[config.mk]
export PLATFORM = sky130hd
export DESIGN_NAME = serial_tx_shifter
export DESIGN_NICKNAME = d
export VERILOG_FILES = /design/src/rtl/serial_tx_pkg.sv /design/src/rtl/serial_tx_hold_buf.sv /design/src/rtl/serial_tx_shifter.sv
export SDC_FILE = /design/constraint.sdc
export NUM_CORES = 1
export LEC_CHECK = 0
export ABC_AREA = 1
export ABC_CLOCK_PERIOD_IN_PS = 1700
export BUFFER_PORTS_ARGS = -buffer_cell sky130_fd_sc_hd__buf_4
export CAP_MARGIN = 30
export CORE_ASPECT_RATIO = 0.75
export CORE_MARGIN = 8
export CORE_UTILIZATION = 35
export DETAILED_ROUTE_END_ITERATION = 10
export PLACE_DENSITY_LB_ADDON = 0.05
export REMOVE_ABC_BUFFERS = 1
export SKIP_CTS_REPAIR_TIMING = 1
export SYNTH_ARGS = -nofsm -noshare
export SYNTH_HDL_FRONTEND = slang
export SYNTH_SLANG_ARGS = --single-unit
export TNS_END_PERCENT = 30
[constraint.sdc]
create_clock -name clk -period 1.7 [get_ports clk]
set_input_delay 0.34 -clock clk [delete_from_list [all_inputs] [get_ports clk]]
set_output_delay 0.34 -clock clk [all_outputs]
set_load 0.01 [all_outputs]
[src/rtl/serial_tx_pkg.sv]
// rtl/serial_tx_pkg.sv - shared state encoding and bit-order constants for the serial transmitter
package serial_tx_pkg;

  typedef enum logic {
    ST_IDLE  = 1'b0,
    ST_SHIFT = 1'b1
  } state_t;

  localparam logic MSB_FIRST = 1'b1;
  localparam logic LSB_FIRST = 1'b0;

endpackage

[src/rtl/serial_tx_hold_buf.sv]
// rtl/serial_tx_hold_buf.sv - one-entry valid/ready hold register for data and bit order
module serial_tx_hold_buf #(
  parameter int WIDTH = 8
) (
  input  logic             clk,
  input  logic             rst,
  input  logic             in_valid,
  output logic             in_ready,
  input  logic [WIDTH-1:0] in_data,
  input  logic             in_msb_first,
  input  logic             pop,
  output logic             hold_valid,
  output logic [WIDTH-1:0] hold_data,
  output logic             hold_msb_first
);

  // Accept and pop are mutually exclusive: accept needs an empty buffer, pop a full one.
  always_ff @(posedge clk) begin
    if (rst) begin
      hold_valid     <= 1'b0;
      hold_data      <= '0;
      hold_msb_first <= 1'b0;
    end else if (pop) begin
      hold_valid <= 1'b0;
    end else if (in_valid && !hold_valid) begin
      hold_valid     <= 1'b1;
      hold_data      <= in_data;
      hold_msb_first <= in_msb_first;
    end
  end

  assign in_ready = !hold_valid;

endmodule

[src/rtl/serial_tx_shifter.sv]
// rtl/serial_tx_shifter.sv - parallel-in serial-out transmitter with per-word bit order and frame markers
module serial_tx_shifter
  import serial_tx_pkg::*;
#(
  parameter int WIDTH = 8
) (
  input  logic             clk,
  input  logic             rst,
  input  logic             enable,
  input  logic             in_valid,
  output logic             in_ready,
  input  logic [WIDTH-1:0] in_data,
  input  logic             in_msb_first,
  output logic             serial_out,
  output logic             serial_valid,
  output logic             frame_start,
  output logic             frame_end,
  output logic             busy
);

  localparam int CNT_WIDTH = $clog2(WIDTH);
  localparam logic [CNT_WIDTH-1:0] LAST_IDX = CNT_WIDTH'(WIDTH - 1);
  localparam logic [CNT_WIDTH-1:0] PENULT_IDX = CNT_WIDTH'(WIDTH - 2);

  logic             hold_valid;
  logic [WIDTH-1:0] hold_data;
  logic             hold_msb_first;
  logic             pop;

  serial_tx_hold_buf #(.WIDTH(WIDTH)) u_hold (
    .clk            (clk),
    .rst            (rst),
    .in_valid       (in_valid),
    .in_ready       (in_ready),
    .in_data        (in_data),
    .in_msb_first   (in_msb_first),
    .pop            (pop),
    .hold_valid     (hold_valid),
    .hold_data      (hold_data),
    .hold_msb_first (hold_msb_first)
  );

  state_t               state, state_next;
  logic [WIDTH-1:0]     shreg, shreg_next;
  logic [CNT_WIDTH-1:0] bit_cnt, bit_cnt_next;
  logic                 msb_reg, msb_next;
  logic                 so_next, sv_next, fs_next, fe_next;

  // Bit 0 of a fresh word goes straight to serial_out at the load edge; the shifter keeps the rest.
  logic             load_bit;
  logic [WIDTH-1:0] load_rem;
  assign load_bit = (hold_msb_first == MSB_FIRST) ? hold_data[WIDTH-1] : hold_data[0];
  assign load_rem = (hold_msb_first == LSB_FIRST) ? (hold_data >> 1) : (hold_data << 1);

  always_comb begin
    state_next   = state;
    shreg_next   = shreg;
    bit_cnt_next = bit_cnt;
    msb_next     = msb_reg;
    so_next      = serial_out;
    sv_next      = 1'b0;
    fs_next      = 1'b0;
    fe_next      = 1'b0;
    pop          = 1'b0;
    if (enable) begin
      if ((state == ST_IDLE || bit_cnt == LAST_IDX) && hold_valid) begin
        pop          = 1'b1;
        state_next   = ST_SHIFT;
        shreg_next   = load_rem;
        bit_cnt_next = '0;
        msb_next     = hold_msb_first;
        so_next      = load_bit;
        sv_next      = 1'b1;
        fs_next      = 1'b1;
      end else if (state == ST_IDLE || bit_cnt == LAST_IDX) begin
        state_next = ST_IDLE;
        so_next    = 1'b0;
      end else begin
        so_next      = (msb_reg == MSB_FIRST) ? shreg[WIDTH-1] : shreg[0];
        shreg_next   = (msb_reg == MSB_FIRST) ? (shreg << 1) : (shreg >> 1);
        bit_cnt_next = bit_cnt + 1'b1;
        sv_next      = 1'b1;
        fe_next      = (bit_cnt == PENULT_IDX);
      end
    end
  end

  always_ff @(posedge clk) begin
    if (rst) begin
      state        <= ST_IDLE;
      shreg        <= '0;
      bit_cnt      <= '0;
      msb_reg      <= 1'b0;
      serial_out   <= 1'b0;
      serial_valid <= 1'b0;
      frame_start  <= 1'b0;
      frame_end    <= 1'b0;
    end else begin
      state        <= state_next;
      shreg        <= shreg_next;
      bit_cnt      <= bit_cnt_next;
      msb_reg      <= msb_next;
      serial_out   <= so_next;
      serial_valid <= sv_next;
      frame_start  <= fs_next;
      frame_end    <= fe_next;
    end
  end

  assign busy = (state == ST_SHIFT) || hold_valid;

endmodule

==> run summary <==
Status = complete, no violations
Fillers = 444
Global-route wire length before repair = 5.58 mm
Leakage = 0.811 nW
Final period utilization = 0.886
FF-to-FF Start = bit_cnt[0]
Total grt overflow = 0
Clk_lat worst skew = 270 ps
Pre-Repair DR Iteration Count = 4
Max H-tree Level = 1
Die ar. = 0.00631 mm2
Number of buffers created by CTS = 3
CTS sink count = 27
Critical Path RT = 1920 ps
CTS tree = yes
CP Launch Type = flop
Die Y = 70.8 um
Core Region = 0.00395 mm2
DRC violations left = 0
Mapped Cells = 214
PnR worst setup slack = 193 ps
Initial Utilization = 0.354
Yosys reg bits = 27
CTS Root Cell = clkbuf_8
Number of global-route vias before repair = 1188
Antenna diode count = 0
Maximum clock rate = 0.664 GHz
DR WL/cell = 11.3 um
WP data arrival = 1720 ps
Slew Viols, Final = 0
Initial antenna violation count = 0
Vias = 1293
Setup CP Type = flop to flop
Reg2Reg Setup Slack = 190 ps
Row count = 20
Max Cap Viol = 0
Number of synthesis warnings = 0
Layout cells sized above 1 = 0.162
Worst Setup EP = shreg[5]
Worst VDD drop = 0.000356 V
Register area share after synthesis = 0.386
Most frequent cells in the layout = 76 x nand2_1, 29 x nor2_1, 27 x dfxtp_1, 22 x buf_4, 19 x inv_1
Final Instance Count excl. Fillers = 290
Post-synthesis cell area = 0.00140 mm2
Count of buffers from port buffering = 18
Die W = 89.1 um
Worst Setup End Kind = flop
Biggest regs = shreg (8), u_hold.hold_data (8), bit_cnt (3)
Finished Cell Area = 0.00165 mm2
Share of Yosys cell area claimed by the top area cell type = 0.386
ANT nets after route = 0
Post-DP Area = 0.00161 mm2
Avg Cell Area, Syn = 6.55 um2
Crit path time final = 1510 ps
Yosys top cell by area = dfxtp_1
Final wirelength = 3.29 mm
Clk_skew = 4.91 ps
Core Util, Final = 0.418
Nets = 252
Clk slew on worst S/H paths = 100 ps
DR vias/cell = 4.46
Initial drt markers = 107
Pwr dens = 795 mW/mm2
Slew of the pin with the lowest slew margin = 319 ps
Clock buffer depth = 2
Dpl hpwl = 2.58 mm
Reg2reg path depth = 9
RSZ-0062 raised after global routing = no
Synth area leaders = dfxtp_1 39%, nand2_1 20%, nor2_1 7.8%
DP Worst Slack = 201 ps
Commonest non-fill, non-tap cell in the layout = nand2_1
Worst slew margin = 0.787
Pin count of the biggest net entering global routing = 16
GPL Wtd Cong = 0.792
Worst flop-to-flop path endpoint = shreg[5]
Ports = 19
CP Max Fanout = 9
Final setup TNS = 0 ps
Synth unique cells = 22
Final Hold Fails = 0
Finish-stage setup viols = 0
Cells after DPL = 286
Hold Path Class = input port to flop
Gr usage total = 0.111
Area added between synthesis and finish = 18.0%
Critical Path Source = bit_cnt[0]
-- layout make-up --
class                           instances  area, um2  share of cell area
Multi-Input combinational cell        155        727               0.439
Clock buffer                            3       41.3              0.0250
Sequential cell                        27        541               0.327
Tap cell                               55       68.8              0.0416
Timing Repair Buffer                   22        165              0.0998
Clock inverter                          1       5.00             0.00303
Inverter                               27        106              0.0643
-- routing by layer --
layer	global-route usage	up-vias	part of all wire
met1	0.159	568	0.51
met5	0	-	0
li1	-	698	-
met4	0.0221	0	0.0043
met2	0.159	25	0.42
met3	0.0289	2	0.060
-- where the power goes --
group / total [W] / internal [W] / switching [W] / leakage [nW]
Combinational: 0.000238 / 0.0000960 / 0.000142 / 0.564
Clock: 0.000369 / 0.000164 / 0.000205 / 0.0255
Sequential: 0.000708 / 0.000673 / 0.0000354 / 0.222
-- worst min path at each step --
stage,startpoint,to,slack [ps],cells after the start
3_3_place_gp,u_hold.hold_data[6],u_hold.hold_data[6],460,2
4_1_cts,in_data[7],u_hold.hold_data[7],280,3
6_report,in_data[7],u_hold.hold_data[7],280,3
2_1_floorplan,rst,bit_cnt[1],410,1
3_5_place_dp,u_hold.hold_data[1],u_hold.hold_data[1],470,2
5_1_grt,rst,serial_valid,290,2
-- cells by family (layout without fill, tap and decap cells) --
family,after synthesis,after routing,synth area share
and+or+nand+nor,126,126,0.391
buffers and inverters,32,53,0.0955
adders and majority gates,3,3,0.0268
DFF,27,27,0.386
AOI/OAI and AO/OA,26,26,0.101
-- Yosys cell counts --
cell / count
a21oi_1: 9
a21oi_4: 1
buf_2: 4
buf_4: 1
clkinv_1: 4
dfxtp_1: 27
ha_1: 3
inv_1: 19
inv_2: 3
inv_6: 1
nand2_1: 76
nand2_2: 3
nand2_8: 1
nand3_1: 12
nand3_4: 1
nor2_1: 29
nor2_2: 1
nor2_8: 1
nor3_1: 1
o21ai_0: 12
o21ai_1: 4
or2_0: 1
-- worst max-delay path: stages (launching register included) --
cell and delay (ps):
dfxtp_1 340, ha_1 200, ha_1 220, inv_2 120
nand2_2 100, nand2_2 200, nand2_1 90, nand2_1 70
nor2_1 40, nor2_1 70
-- stage by stage --
| step | total power, W | hold slack, ps |
|---|---|---|
| 2_1_floorplan | 0.000870 | 409 |
| 3_3_place_gp | 0.000964 | 458 |
| 3_5_place_dp | 0.000963 | 467 |
| 4_1_cts | 0.00134 | 276 |
| 5_1_grt | 0.00139 | 290 |
| 6_report | 0.00132 | 280 |
Power figures use the tool's default switching activity.
